### config.mk
export PLATFORM = sky130hd
export DESIGN_NAME = pipelined_add_sub
export DESIGN_NICKNAME = d
export VERILOG_FILES = /design/src/rtl/pipelined_add_sub.sv
export SDC_FILE = /design/constraint.sdc
export NUM_CORES = 1
export LEC_CHECK = 0
export BUFFER_PORTS_ARGS = -buffer_cell sky130_fd_sc_hd__buf_4
export CORE_ASPECT_RATIO = 0.75
export CORE_MARGIN = 4
export CORE_UTILIZATION = 55
export DETAILED_ROUTE_END_ITERATION = 8
export PLACE_DENSITY = 0.77
export SYNTH_ARGS = -nofsm -noshare
export SYNTH_HDL_FRONTEND = slang
export SYNTH_SLANG_ARGS = --single-unit
### constraint.sdc
create_clock -name clk -period 2.2 [get_ports clk]
set_input_delay 0.11 -clock clk [delete_from_list [all_inputs] [get_ports clk]]
set_output_delay 0.11 -clock clk [all_outputs]
set_load 0.1 [all_outputs]
### src/rtl/pipelined_add_sub.sv
// pipelined_add_sub: streaming WIDTH-bit adder/subtractor with one carry-chain
// slice of CHUNK bits per pipeline stage. It accepts one operation per clock.
// Each result appears exactly STAGES = WIDTH/CHUNK cycles after its operands.
//
// Ports:
//   clk        rising-edge clock
//   rst        synchronous active-high reset
//   in_valid   a/b/c_in/sub carry a new operation this cycle
//   a, b       WIDTH-bit operands (unsigned or two's complement)
//   c_in       carry-in (add) or borrow-in (sub)
//   sub        0 = a + b + c_in, 1 = a - b - c_in
//   out_valid  s/c_out/ovf were loaded with a new result this cycle
//   s          sum/difference modulo 2^WIDTH (holds the last result otherwise)
//   c_out      carry out of the MSB; for sub, 1 means no borrow
//   ovf        signed two's-complement overflow
module pipelined_add_sub #(
  parameter int unsigned WIDTH = 16,
  parameter int unsigned CHUNK = 4
) (
  input  logic             clk,
  input  logic             rst,
  input  logic             in_valid,
  input  logic [WIDTH-1:0] a,
  input  logic [WIDTH-1:0] b,
  input  logic             c_in,
  input  logic             sub,
  output logic             out_valid,
  output logic [WIDTH-1:0] s,
  output logic             c_out,
  output logic             ovf
);

  localparam int unsigned STAGES = WIDTH / CHUNK;

  // A partial top chunk would have no stage to compute it.
  if ((WIDTH % CHUNK) != 0) begin : g_width_check
    $error("pipelined_add_sub: WIDTH must be an integer multiple of CHUNK");
  end

  // Subtraction is computed as a + ~b + ~borrow_in.
  logic [WIDTH-1:0] b_eff_c;
  logic             cin0_c;

  assign b_eff_c = sub ? ~b : b;
  assign cin0_c  = c_in ^ sub;

  // Carry entering each stage: bit 0 is the operation carry-in.
  // Each higher bit is the carry registered by the stage below it.
  logic [STAGES-1:0] cin_c;
  // Fully aligned result presented to the output register.
  logic [WIDTH-1:0]  s_next_c;
  logic              c_out_c;
  logic              ovf_c;

  assign cin_c[0] = cin0_c;

  // Valid bit of each stage. The chain bit k is the valid bit that
  // accompanies the operands stage k is computing this cycle.
  logic [STAGES-1:0] vld_q;
  logic [STAGES:0]   vld_chain_c;

  assign vld_chain_c = {vld_q, in_valid};
  assign out_valid   = vld_chain_c[STAGES];

  // Valid shift register; reset discards every in-flight operation.
  always_ff @(posedge clk) begin
    if (rst) begin
      vld_q <= '0;
    end else begin
      vld_q <= vld_chain_c[STAGES-1:0];
    end
  end

  for (genvar k = 0; k < STAGES; k++) begin : g_stage
    localparam int unsigned LO = k * CHUNK;

    logic [CHUNK-1:0] a_at_c;
    logic [CHUNK-1:0] b_at_c;
    logic [CHUNK:0]   add_c;

    if (k == 0) begin : g_no_skew
      assign a_at_c = a[LO +: CHUNK];
      assign b_at_c = b_eff_c[LO +: CHUNK];
    end else begin : g_skew
      // Input skew: delays chunk k by k cycles so it meets its carry.
      logic [CHUNK-1:0] a_skew_q [k];
      logic [CHUNK-1:0] b_skew_q [k];

      always_ff @(posedge clk) begin
        if (rst) begin
          for (int i = 0; i < k; i++) begin
            a_skew_q[i] <= '0;
            b_skew_q[i] <= '0;
          end
        end else begin
          a_skew_q[0] <= a[LO +: CHUNK];
          b_skew_q[0] <= b_eff_c[LO +: CHUNK];
          for (int i = 1; i < k; i++) begin
            a_skew_q[i] <= a_skew_q[i-1];
            b_skew_q[i] <= b_skew_q[i-1];
          end
        end
      end

      assign a_at_c = a_skew_q[k-1];
      assign b_at_c = b_skew_q[k-1];
    end

    // CHUNK-bit slice of the carry chain.
    assign add_c = {1'b0, a_at_c} + {1'b0, b_at_c} + (CHUNK+1)'(cin_c[k]);

    if (k < STAGES - 1) begin : g_mid
      // Stage register for the carry. The sum chunk is kept in an output
      // deskew line so all chunks reach the output register together.
      logic             carry_q;
      logic [CHUNK-1:0] sum_dly_q [STAGES-1-k];

      always_ff @(posedge clk) begin
        if (rst) begin
          carry_q <= 1'b0;
          for (int i = 0; i < int'(STAGES - 1 - k); i++) begin
            sum_dly_q[i] <= '0;
          end
        end else begin
          carry_q      <= add_c[CHUNK];
          sum_dly_q[0] <= add_c[CHUNK-1:0];
          for (int i = 1; i < int'(STAGES - 1 - k); i++) begin
            sum_dly_q[i] <= sum_dly_q[i-1];
          end
        end
      end

      assign cin_c[k+1]            = carry_q;
      assign s_next_c[LO +: CHUNK] = sum_dly_q[STAGES-2-k];
    end else begin : g_last
      // The top chunk is registered directly into the outputs. The operand
      // MSBs are still available here, so the overflow check needs no state.
      assign s_next_c[LO +: CHUNK] = add_c[CHUNK-1:0];
      assign c_out_c               = add_c[CHUNK];
      assign ovf_c                 = (a_at_c[CHUNK-1] == b_at_c[CHUNK-1]) &&
                                     (add_c[CHUNK-1] != a_at_c[CHUNK-1]);
    end
  end

  // Output register: loads only for a valid final stage and otherwise holds.
  always_ff @(posedge clk) begin
    if (rst) begin
      s     <= '0;
      c_out <= 1'b0;
      ovf   <= 1'b0;
    end else if (vld_chain_c[STAGES-1]) begin
      s     <= s_next_c;
      c_out <= c_out_c;
      ovf   <= ovf_c;
    end
  end

endmodule
==> metrics.txt <==
Place WS=0.473 ns; H-tree levels=3; r2r worst-path depth=5; Die ar.=7610 µm²; synth cell count leaders=dfxtp_1 (97), nor2b_1 (64), nor2_1 (35); CTS tree=yes; Placer Congestion=0.735; vias per cell=4.61; 1st-iter DRT viols=42; register area share after synthesis=a little under three fifths; EDFF count, synth=0; slew margin rel.=44.1%; cts bufs inserted=9; status=finished clean; worst vdd ir=445 µV; unrepaired setup endpoints after global routing=no; Crit Path Class=flop to flop; First-pass DRT Iterations=4; post-route clock period utilization=76.4%; final setup fails=0; top cell type's share of synthesized area=56.3%; Diodes inserted=0; crit-path max FO=2; synth top area cells=dfxtp_1 (56%), nor2b_1 (12%), fa_1 (4.6%), ha_1 (4.4%), mux2i_1 (4.1%); DR vias=roughly 2100; Synthesized Nets=368; crit start category=flop; Die Y=around 77 µm; Rows=24; initial antenna violation count=0; Worst EP required=2.39 ns; CTS root buf=clkbuf_8; fillcell total=~460; width of the die=99.4 µm; vias in the first global route=about 2100; Max Cap Viol=0; most common cell in the netlist=dfxtp_1; largest net degree at the start of global routing=92; gr usage total=14.9%; WL final=approximately 5.2 mm; layout cells sized above 1=just over 20%; Final #Nets=437; Cell Area, Synth=3450 µm²; grt total ovfl=0; Skew-Pair Late Insertion Delay=0.34 ns; starting density of the core=58.0%; cell accounting for the most synthesized area=dfxtp_1; PD cells=812 nW/µm²; Hold Path Class=input pin to flop; DRT antenna net count=0; Leak=0.00186 µW; Arr. time, crit path=about 1.9 ns; Min Clock Period, post-route=1.68 ns; Ys Warns=0; asr flop ratio synth=0%; final slew viol count=0; clk sink count=97; CTS clk-pin slew, worst paths=0.08 ns; setup TNS=0 ns; register bit total from synthesis=97; syn avg cell area=11.1 µm²; core area=5950 µm²; Post-DP HPWL=3.63 mm; Final Hold Fails=0; count of cell types in the netlist=29; Hold Crit Depth=3; Area Growth Syn to Fin=24.9%; Slew @ Worst Pin=0.838 ns; Top FF cell, synth=dfxtp_1; port buffer count=55; Critical Path End Type=flop; fmax=595 MHz; Post-route DRC=0; # IOs=56; first-pass GRT wire length=about 9.1 mm; clk_skew=0.00898 ns; post-synthesis cell count=311; worst setup margin=0.520 ns; post-DR wirelength/cell=11.3 µm; buffer depth of the longest clock path=2; CTS resizes=0
report_power, final:
| part | switching [µW] | internal (µW) | leakage (µW) |
|---|---|---|---|
| registers | 30.6 | 1850 | 0.000797 |
| clock network | 542 | 734 | 0.000123 |
| logic | 158 | 179 | 0.000943 |
| total | 731 | 2770 | 0.00186 |
timing repair:
item,4_1_cts,5_1_grt
buffers inserted,0,0
endpoints found under the hold margin,16,0
hold buffers,16,0
critical path, cell delays in order, from the launching register on:
cell and delay (ns):
dfxtp_1 0.32, fa_1 0.45, fa_1 0.41, a21o_1 0.18, a21oi_1 0.13, nor2_1 0.05
layout by cell type (no fill, tap or decap), types with 2 or more instances in the layout:
cell / n
ha_1: 12
dfxtp_1: 97
bufinv_16: 2
mux2i_1: 14
a21oi_1: 6
o21ai_0: 5
xnor2_1: 14
inv_1: 13
a21o_1: 5
nor3_1: 2
buf_4: 58
fa_1: 8
nor2b_1: 64
mux2_2: 3
dlygate4sd3_1: 16
nor2_1: 35
clkbuf_8: 12
xor2_1: 5
kinds of logic (layout without fill, tap and decap cells):
kind of cell / after synthesis / after routing / share of synthesized area [%]
xor gates and xnor gates: 19 / 19 / 4.83
AOI/OAI and AO/OA: 20 / 20 / 3.67
and+or+nand+nor: 109 / 109 / 17.5
buffers and inverters: 29 / 103 / 3.59
DFF: 97 / 97 / 56.3
adders and majority gates: 20 / 20 / 9.00
muxes: 17 / 17 / 5.05
layer usage:
layer | GRT usage (%) | part of all wire, % | up-vias
met2 | 24.9 | 46 | 45
met3 | 5.40 | 5.4 | 5
met5 | 0 | 0 | -
li1 | - | - | 1114
met4 | 4.50 | 1.1 | 0
met1 | 17.9 | 47 | 969
worst paths after layout:
kind,start,to,slack [ns]
setup / recovery,g_stage[1].g_mid.carry_q$_SDFF_PP0_,g_stage[2].g_mid.carry_q$_SDFF_PP0_,0.52
hold / removal,b[9],g_stage[2].g_skew.b_skew_q[0][1]$_SDFF_PP0_,0.01
setup reg to reg,g_stage[1].g_mid.carry_q$_SDFF_PP0_,g_stage[2].g_mid.carry_q$_SDFF_PP0_,0.52
hold reg to reg,g_stage[2].g_skew.a_skew_q[0][0]$_SDFF_PP0_,g_stage[2].g_skew.a_skew_q[0][4]$_SDFF_PP0_,0.44
state kept, by name, indices dropped and copies added (netlist names):
register,cells
g_stage.g_mid.sum_dly_q,24
g_stage.g_skew.a_skew_q,24
g_stage.g_skew.b_skew_q,24
s,16
vld_q,4
g_stage.g_mid.carry_q,3
c_out,1
ovf,1
layout make-up:
type                    instances  area, µm²  share of cell area (%)
clock buffers                  12        165                    3.84
clock inverters                 4       73.8                    1.72
inverters                      13       48.8                    1.13
repair buffers                 74        596                    13.8
flip-flops and latches         97       1940                    45.1
well taps                      78       97.6                    2.27
multi-input cells             185       1380                    32.1
metrics by stage:
step | area (µm²) | power (µW) | utilization [%] | hold WS [ns] | std cells
floorplan | 3450 | 2140 | - | 0.238 | 311
global placement | 3910 | 2230 | 65.7 | 0.322 | 431
detailed placement | 3910 | 2240 | 65.7 | 0.328 | 431
CTS | 4300 | 3540 | 72.4 | 0.000500 | 463
global route | 4300 | 3660 | 72.4 | 0.00375 | 463
finish | 4300 | 3500 | 72.4 | 0.0133 | 463
(Power assumes the default switching activity.)
